<file path="config.mk">
export PLATFORM = sky130hd
export DESIGN_NAME = fp_acc_seq
export DESIGN_NICKNAME = d
export VERILOG_FILES = /design/src/rtl/fp_acc_seq.sv
export SDC_FILE = /design/constraint.sdc
export NUM_CORES = 1
export LEC_CHECK = 0
export CORE_UTILIZATION = 49
export CTS_BUF_LIST = sky130_fd_sc_hd__clkbuf_4
export DETAILED_ROUTE_END_ITERATION = 16
export GPL_ROUTABILITY_DRIVEN = 0
export PLACE_DENSITY_LB_ADDON = 0.2
export SKIP_CTS_REPAIR_TIMING = 1
export SYNTH_ARGS = -nofsm -noshare
export SYNTH_HDL_FRONTEND = slang
export SYNTH_SLANG_ARGS = --single-unit
</file>
<file path="constraint.sdc">
create_clock -name clk -period 2.3 [get_ports clk]
set_clock_uncertainty 0.2 [all_clocks]
set_input_delay 0.23 -clock clk [delete_from_list [all_inputs] [get_ports clk]]
set_output_delay 0.23 -clock clk [all_outputs]
set_load 0.02 [all_outputs]
</file>
<file path="src/rtl/fp_acc_seq.sv">
// Serial floating-point packet reducer: folds a valid/ready operand stream into
// one sum by issuing one addition at a time to an external fp_add (start/done).
module fp_acc_seq #(
  parameter int DATA_W = 32,
  parameter int EXP_W  = 8,
  parameter int CNT_W  = 16
) (
  input  logic              clk,
  input  logic              rst,
  input  logic              in_valid,
  output logic              in_ready,
  input  logic [DATA_W-1:0] in_data,
  input  logic              in_last,
  output logic              out_valid,
  input  logic              out_ready,
  output logic [DATA_W-1:0] out_data,
  output logic [CNT_W-1:0]  out_count,
  output logic              add_start,
  output logic [DATA_W-1:0] add_op_a,
  output logic [DATA_W-1:0] add_op_b,
  input  logic              add_done,
  input  logic [DATA_W-1:0] add_res,
  output logic              busy,
  output logic              err
);

  // The attached fp_add must share this word layout; catch a mismatch at elaboration.
  if (EXP_W < 2 || EXP_W > DATA_W - 2) begin : g_bad_exp_w
    $error("fp_acc_seq: EXP_W does not fit inside DATA_W");
  end

  typedef enum logic [1:0] {IDLE, WAIT_IN, WAIT_RES, OUT} state_t;

  state_t             state_reg, state_next;
  logic [DATA_W-1:0]  acc_reg;
  logic [CNT_W-1:0]   cnt_reg;
  logic               last_reg;
  logic               add_start_reg;
  logic [DATA_W-1:0]  add_op_a_reg, add_op_b_reg;
  logic [DATA_W-1:0]  out_data_reg;
  logic [CNT_W-1:0]   out_count_reg;
  logic               err_reg;
  logic               in_hs, out_hs;
  logic [CNT_W-1:0]   cnt_inc;

  assign in_ready  = (state_reg == IDLE) || (state_reg == WAIT_IN);
  assign out_valid = (state_reg == OUT);
  assign busy      = (state_reg != IDLE);
  assign in_hs     = in_valid && in_ready;
  assign out_hs    = out_valid && out_ready;
  assign cnt_inc   = (cnt_reg == {CNT_W{1'b1}}) ? cnt_reg : cnt_reg + CNT_W'(1);

  assign add_start = add_start_reg;
  assign add_op_a  = add_op_a_reg;
  assign add_op_b  = add_op_b_reg;
  assign out_data  = out_data_reg;
  assign out_count = out_count_reg;
  assign err       = err_reg;

  always_ff @(posedge clk) begin
    if (rst) state_reg <= IDLE;
    else     state_reg <= state_next;
  end

  always_comb begin
    state_next = state_reg;
    case (state_reg)
      IDLE:     if (in_hs) state_next = in_last ? OUT : WAIT_IN;
      WAIT_IN:  if (in_hs) state_next = WAIT_RES;
      WAIT_RES: if (add_done) state_next = last_reg ? OUT : WAIT_IN;
      OUT:      if (out_hs) state_next = IDLE;
      default:  state_next = IDLE;
    endcase
  end

  always_ff @(posedge clk) begin
    if (rst) begin
      acc_reg       <= '0;
      cnt_reg       <= '0;
      last_reg      <= 1'b0;
      add_start_reg <= 1'b0;
      add_op_a_reg  <= '0;
      add_op_b_reg  <= '0;
      out_data_reg  <= '0;
      out_count_reg <= '0;
      err_reg       <= 1'b0;
    end else begin
      add_start_reg <= 1'b0;
      // A done pulse with no addition in flight is a protocol fault; never folded in.
      if (add_done && state_reg != WAIT_RES) err_reg <= 1'b1;
      case (state_reg)
        IDLE: begin
          if (in_hs) begin
            acc_reg <= in_data;
            cnt_reg <= CNT_W'(1);
            if (in_last) begin
              out_data_reg  <= in_data;
              out_count_reg <= CNT_W'(1);
            end
          end
        end
        WAIT_IN: begin
          if (in_hs) begin
            add_op_a_reg  <= acc_reg;
            add_op_b_reg  <= in_data;
            add_start_reg <= 1'b1;
            last_reg      <= in_last;
            cnt_reg       <= cnt_inc;
          end
        end
        WAIT_RES: begin
          if (add_done) begin
            acc_reg <= add_res;
            if (last_reg) begin
              out_data_reg  <= add_res;
              out_count_reg <= cnt_reg;
            end
          end
        end
        default: ;
      endcase
    end
  end

endmodule

</file>
==> reports/summary.log, run 1 <==
[floorplanning] Total Die Area 13400 um2
[global_route] Tot GR Track Use 24.9%
[synth] EDFF count, synth 0
[power_and_ir_drop] Final Power 6.22 mW
[placed_design] number of input and output port buffers inserted 186
[sta] transition at the pin with the smallest max-transition slack 0.552 ns
[cells_and_area] combined flip-flop and latch cell area 3300 um2
[worst_setup_path] Worst path most repeated cell sky130_fd_sc_hd__a21oi_1
[worst_setup_path] kind of launch point of the worst setup path flip-flop
[cts] Clk Latency, worst-skew pair 0.53 ns
[synth] Synth Warn # 0
[worst_setup_path] cell class contributing the biggest share of worst-path delay simple AND/OR/NAND/NOR gates
[floorplanning] core area 12600 um2
[global_route] met2 Use GR 42.6%
[power_and_ir_drop] highest ir drop seen on vdd 417 uV
[worst_setup_path] path type of the worst setup path flip-flop to flip-flop
[cts] clock slew at reported path FFs 0.12 ns
[floorplanning] ports placed on the boundary 187
[power_and_ir_drop] power share of the combinational group 22.0%
[synth] fraction of post-synthesis cell area in the top cell type by area 52.0%
[cts] number of buffers on the longest clock path 2
[worst_setup_path] slowest cell delay on critical path 0.47 ns
[sta] worst-case setup margin in the final layout 0.171 ns
[synth] Distinct cells, synth 43
[cells_and_area] layout overhead on the synthesized area 37.5%
[cts] clock root cell sky130_fd_sc_hd__clkbuf_4
[global_route] antenna violations before repair 0
[cts] TritonCTS Buffers 17
[routing] length of the first detailed-routing pass in iterations 5
[worst_setup_path] endpoint kind of the worst setup timing path flip-flop
[worst_setup_path] cell-by-cell trace of the critical path ha_1, nand3_1, nor2_2, a21oi_1, buf_4, a21oi_1, a21o_1
[cells_and_area] final net count 983
[sta] Slew headroom 63.1%
[power_and_ir_drop] power per cell area 712 nW/um2
[synth] count of mapped cells out of synthesis 745
[placed_design] post-detailed-placement half-perimeter wirelength 11700 um
[worst_setup_path] Crit-path slowest cell sky130_fd_sc_hd__dfxtp_1
[routing] via density per instance 5.33
[power_and_ir_drop] Sw Pwr 1.76 mW
[synth] most numerous cell in the Yosys netlist sky130_fd_sc_hd__dfxtp_1
[status] outcome complete, no violations
[routing] DRC violations left 0
[placed_design] worst slack at placement 0.0452 ns
[routing] total number of vias 5830
[sta] Setup-failing EPs final 0
[cts] TritonCTS clock tree done
[global_route] met1 track demand over resource in global routing 29.9%
[floorplanning] number of rows in the core area 41
[cts] number of levels in the clock H-tree 4
[floorplanning] initial cell density of the core 50.3%
[synth] fraction of the yosys area taken by sequential cells 52.0%
[synth] async set-or-reset flop fraction in the synthesized netlist 0%
[cts] clock tree sinks 165
[synth] post-synthesis sequential element count 165
[sta] Highest Clock Rate 470 MHz
[synth] Post-Syn Area 6350 um2
[worst_hold_path] kind of path behind the tightest hold check input port to flip-flop
[global_route] first-pass GRT wire length 26200 um
[routing] Detail Route Antenna Nets 0
[power_and_ir_drop] Clock Power Share 26.8%
[sta] worst-case hold slack 0.0567 ns
[worst_setup_path] data required time at the worst endpoint 2.58 ns
[global_route] largest net degree at the start of global routing 55
[global_route] vias in the first global route 5588
[job] max-capacitance violation count 0
[worst_setup_path] largest fanout on the critical path 8
[global_route] global routing usage on met3 6.01%
[power_and_ir_drop] Seq pwr share 51.1%
[cells_and_area] fraction of layout instances using a drive strength above 1 7.38%
[power_and_ir_drop] internal power summed over all cells 4.46 mW
[synth] Post-Synthesis Mean Instance Area 8.53 um2
[synth] dominant cells by area after synthesis sky130_fd_sc_hd__dfxtp_1 52%, sky130_fd_sc_hd__nand2_1 9.2%, sky130_fd_sc_hd__a211oi_1 8.0%, sky130_fd_sc_hd__a21oi_1 7.3%, sky130_fd_sc_hd__mux2i_1 5.0%
[synth] Synth Flop Type sky130_fd_sc_hd__dfxtp_1
[power_and_ir_drop] static power due to leakage 2.98 nW
[routing] final routed wire length divided by cell count 15.3 um
[power_and_ir_drop] switching power share of the total 28.2%
[floorplanning] Die H 116 um
[sta] fin crit share 92.6%
[floorplanning] Die Width 116 um
[routing] total wire length after detailed routing 16700 um
[routing] Iteration-0 DRC Markers 326
[synth] commonest cells in the synthesized netlist 165 x sky130_fd_sc_hd__dfxtp_1, 155 x sky130_fd_sc_hd__nand2_1, 93 x sky130_fd_sc_hd__a21oi_1, 85 x sky130_fd_sc_hd__nor2_1, 68 x sky130_fd_sc_hd__a211oi_1
[worst_setup_path] Crit path buffers/inverters 1
[synth] post-synthesis net count 816
[cells_and_area] number of inserted diodes 0
[cells_and_area] total area of multi-input combinational cells 2790 um2
[worst_setup_path] arrival time of the worst setup path 2.41 ns
[sta] final critical delay including setup and external delays 2.13 ns
[sta] final slew viol count 0
[global_route] layer carrying the most global-route usage met2
[synth] cell type with the largest total area after synthesis sky130_fd_sc_hd__dfxtp_1
[sta] Fin. Hold Viols 0
[global_route] global route total overflow 0
[cells_and_area] number of filler cells placed in the layout 1058
-- metal layers --
metal	share of wire (%)	up-vias	routed length, um
met5	0	-	0
met4	1.8	0	297
met3	6.0	26	1010
met2	49	190	8230
met1	43	2703	7160
li1	-	2911	-
-- final timing paths --
kind | from | endpoint | slack (ns) | cells after the start
setup / recovery | cnt_reg[0]$_SDFFE_PP0P_ | cnt_reg[4]$_SDFFE_PP0P_ | 0.17 | 7
hold / removal | in_data[25] | add_op_b[25]$_SDFFE_PP0P_ | 0.06 | 3
setup reg to reg | cnt_reg[0]$_SDFFE_PP0P_ | cnt_reg[4]$_SDFFE_PP0P_ | 0.17 | 7
hold reg to reg | acc_reg[17]$_SDFFE_PP0P_ | add_op_a[17]$_SDFFE_PP0P_ | 0.26 | 2
-- per-stage QoR --
| step | utilization [%] | area [um2] | setup TNS, ns | instances |
|---|---|---|---|---|
| 6_report | 69.2 | 8730 | 0 | 1094 |
| 5_1_grt | 69.2 | 8730 | -0.0655 | 1094 |
| 2_1_floorplan | - | 6350 | 0 | 745 |
| 3_5_place_dp | 66.8 | 8430 | 0 | 1064 |
| 4_1_cts | 69.0 | 8710 | -0.458 | 1093 |
| 3_3_place_gp | 66.8 | 8430 | 0 | 1064 |
-- area by class of cell --
type	instances	share of cell area [%]
multi-input combinational	517	32.0
clock buffer	22	1.89
inverter	2	0.0860
tap	172	2.46
clock inverter	7	1.23
timing repair buffer	209	24.5
sequential	165	37.8
-- power groups by stage --
stage	clock, mW	sequential, mW	combinational, mW
after floorplan	0	3.38	0.619
final	1.67	3.18	1.37
after global routing	1.83	3.21	1.49
after detailed placement	0	3.25	1.37
after global placement	0	3.24	1.33
after CTS	1.72	3.18	1.37
-- kinds of logic after synthesis --
group	share of synthesized area [%]
DFF	52.0
xor gates and xnor gates	0.138
buffers and inverters	4.57
and+or+nand+nor	19.8
AOI/OAI and AO/OA	18.2
muxes	5.04
adders and majority gates	0.197
-- tightest hold or removal path: stages --
cell and delay (ns):
sky130_fd_sc_hd__clkdlybuf4s50_1 0.41, sky130_fd_sc_hd__nand2_1 0.06, sky130_fd_sc_hd__a21oi_1 0.05
-- cells in the final DEF, fill, tap and decap left out, types with 15 or more instances in the layout --
master,n
sky130_fd_sc_hd__a211oi_1,68
sky130_fd_sc_hd__a21oi_1,93
sky130_fd_sc_hd__buf_4,15
sky130_fd_sc_hd__clkbuf_4,22
sky130_fd_sc_hd__clkdlybuf4s50_1,183
sky130_fd_sc_hd__dfxtp_1,164
sky130_fd_sc_hd__mux2i_1,32
sky130_fd_sc_hd__nand2_1,155
sky130_fd_sc_hd__nand3_1,22
sky130_fd_sc_hd__nor2_1,83
Note: power is estimated with default switching activity, not from simulation.
==> run 2: changes to the inputs <==
Settings changed: CAP_MARGIN set to 20, PLACE_DENSITY set to 0.82, PLACE_DENSITY_LB_ADDON 0.2 to not set.
==> reports/summary.log, run 2 (same netlist as run 1, synthesis figures left out) <==
[cells_and_area] most common cell after layout, fill and taps aside sky130_fd_sc_hd__clkdlybuf4s50_1
[worst_setup_path] slowest cell delay on critical path 0.59 ns
[power_and_ir_drop] highest ir drop seen on vdd 446 uV
[cts] TritonCTS clock tree done
[worst_setup_path] endpoint kind of the worst setup timing path primary output
[worst_setup_path] kind of launch point of the worst setup path flip-flop
[worst_setup_path] Crit-path slowest cell sky130_fd_sc_hd__clkdlybuf4s50_1
[power_and_ir_drop] Final Power 6.64 mW
[cells_and_area] layout overhead on the synthesized area 39.5%
[power_and_ir_drop] static power due to leakage 3.04 nW
[worst_setup_path] Crit path buffers/inverters 3
[worst_setup_path] launching instance or port of the critical path state_reg[1]$_SDFFE_PP0P_
[routing] final routed wire length divided by cell count 14.9 um
[cells_and_area] final net count 990
[global_route] global route total overflow 0
[floorplanning] Die H 116 um
[cts] clock slew at reported path FFs 0.13 ns
[sta] fin crit share 94.8%
[cts] number of levels in the clock H-tree 4
[cts] TritonCTS Buffers 17
[sta] setup repair after global routing missed its margin no
[worst_setup_path] path length in cells of the critical path 3
[global_route] antenna violations before repair 0
[worst_setup_path] arrival time of the worst setup path 1.75 ns
[sta] transition at the pin with the smallest max-transition slack 0.545 ns
[floorplanning] number of rows in the core area 41
[cells_and_area] combined flip-flop and latch cell area 3310 um2
[global_route] largest net degree at the start of global routing 67
[worst_setup_path] path type of the worst setup path flip-flop to primary output
[floorplanning] initial cell density of the core 50.3%
[global_route] first-pass GRT wire length 25800 um
[placed_design] number of input and output port buffers inserted 186
[cells_and_area] final std cells w/o fill 1104
[worst_setup_path] largest fanout on the critical path 8
[floorplanning] Die Width 116 um
[power_and_ir_drop] power per cell area 749 nW/um2
[cells_and_area] top library cells by usage in the layout, fill and taps aside 183 x sky130_fd_sc_hd__clkdlybuf4s50_1, 163 x sky130_fd_sc_hd__dfxtp_1, 155 x sky130_fd_sc_hd__nand2_1
[worst_setup_path] setup slack of the worst register-to-register path 0.18 ns
[routing] total wire length after detailed routing 16400 um
[routing] DRC violations left 0
[cts] clock root cell sky130_fd_sc_hd__clkbuf_4
[placed_design] post-detailed-placement half-perimeter wirelength 11300 um
[routing] Detail Route Antenna Nets 0
[status] outcome complete, no violations
[cells_and_area] total area of multi-input combinational cells 2780 um2
[floorplanning] core area 12600 um2
[sta] Fin. Hold Viols 0
[cells_and_area] number of inserted diodes 0
[sta] final critical delay including setup and external delays 2.18 ns
[worst_setup_path] cell class contributing the biggest share of worst-path delay buffers and inverters
[routing] total number of vias 5861
[cells_and_area] core utilization of the finished layout 70.2%
[routing] length of the first detailed-routing pass in iterations 4
[cells_and_area] number of filler cells placed in the layout 1030
[worst_setup_path] worst reg2reg startpoint cnt_reg[1]$_SDFFE_PP0P_
[sta] final slew viol count 0
[global_route] vias in the first global route 5378
[worst_setup_path] cell-by-cell trace of the critical path buf_4, inv_1, clkdlybuf4s50_1
[cells_and_area] fraction of layout instances using a drive strength above 1 7.94%
[global_route] Tot GR Track Use 24.5%
[sta] Setup-failing EPs final 0
[floorplanning] ports placed on the boundary 187
[job] max-capacitance violation count 0
[worst_setup_path] data required time at the worst endpoint 1.87 ns
[cts] clock tree sinks 165
[routing] Iteration-0 DRC Markers 401
[worst_hold_path] kind of path behind the tightest hold check input port to flip-flop
[cts] Clk Latency, worst-skew pair 0.57 ns
[cts] number of buffers on the longest clock path 2
[worst_setup_path] critical register-to-register path endpoint cnt_reg[0]$_SDFFE_PP0P_
[placed_design] Placed Cells 1068
[routing] via density per instance 5.31
[worst_setup_path] Critical path destination in_ready
[worst_setup_path] count of cells along the worst register-to-register path 6
[sta] Highest Clock Rate 459 MHz
[sta] Slew headroom 63.6%
[floorplanning] Total Die Area 13400 um2
## run 2: power by group
| part | switching [mW] | internal, mW |
|---|---|---|
| combinational | 0.760 | 0.617 |
| clock | 0.994 | 1.09 |
| sequential | 0.114 | 3.07 |
## run 2: how the worst min path moves through the flow
stage                                        start                        end  depth (start not counted)
after floorplan                            in_last      last_reg$_SDFFE_PP0P_                          2
after global placement    acc_reg[14]$_SDFFE_PP0P_  add_op_a[14]$_SDFFE_PP0P_                          2
after detailed placement  acc_reg[25]$_SDFFE_PP0P_  add_op_a[25]$_SDFFE_PP0P_                          2
after CTS                                      rst    cnt_reg[7]$_SDFFE_PP0P_                          2
after global routing                    in_data[0]   add_op_b[0]$_SDFFE_PP0P_                          3
final                                   in_data[8]   add_op_b[8]$_SDFFE_PP0P_                          3
## run 2: metrics by stage
stage / instance area (um2) / TNS [ns] / setup WS (ns) / hold WS [ns]
5_1_grt: 8860 / 0 / 0.0434 / 0.00983
2_1_floorplan: 6350 / 0 / 0.456 / 0.166
3_3_place_gp: 8450 / 0 / 0.223 / 0.237
6_report: 8860 / 0 / 0.120 / 0.0153
3_5_place_dp: 8450 / 0 / 0.106 / 0.244
4_1_cts: 8820 / -0.294 / -0.153 / -0.155
## run 2: layer usage
| metal | part of all wire [%] | wire (um) | global-route usage, % |
|---|---|---|---|
| met5 | 0 | 0 | 0 |
| met4 | 2.1 | 342 | 9.74 |
| met3 | 7.0 | 1150 | 7.43 |
| met2 | 47 | 7800 | 40.2 |
| met1 | 43 | 7150 | 30.2 |
## run 2: area by class of cell
| type | instances | share of cell area (%) |
|---|---|---|
| Sequential cell | 165 | 37.3 |
| Multi-Input combinational cell | 517 | 31.4 |
| Timing Repair Buffer | 216 | 24.7 |
| Clock inverter | 14 | 2.58 |
| Tap cell | 172 | 2.43 |
| Clock buffer | 18 | 1.52 |
| Inverter | 2 | 0.0847 |
## run 2: tightest hold or removal path, cell delays in order
cell                              delay [ns]
sky130_fd_sc_hd__clkdlybuf4s50_1        0.41
sky130_fd_sc_hd__nand2_1                0.06
sky130_fd_sc_hd__a21oi_1                0.05
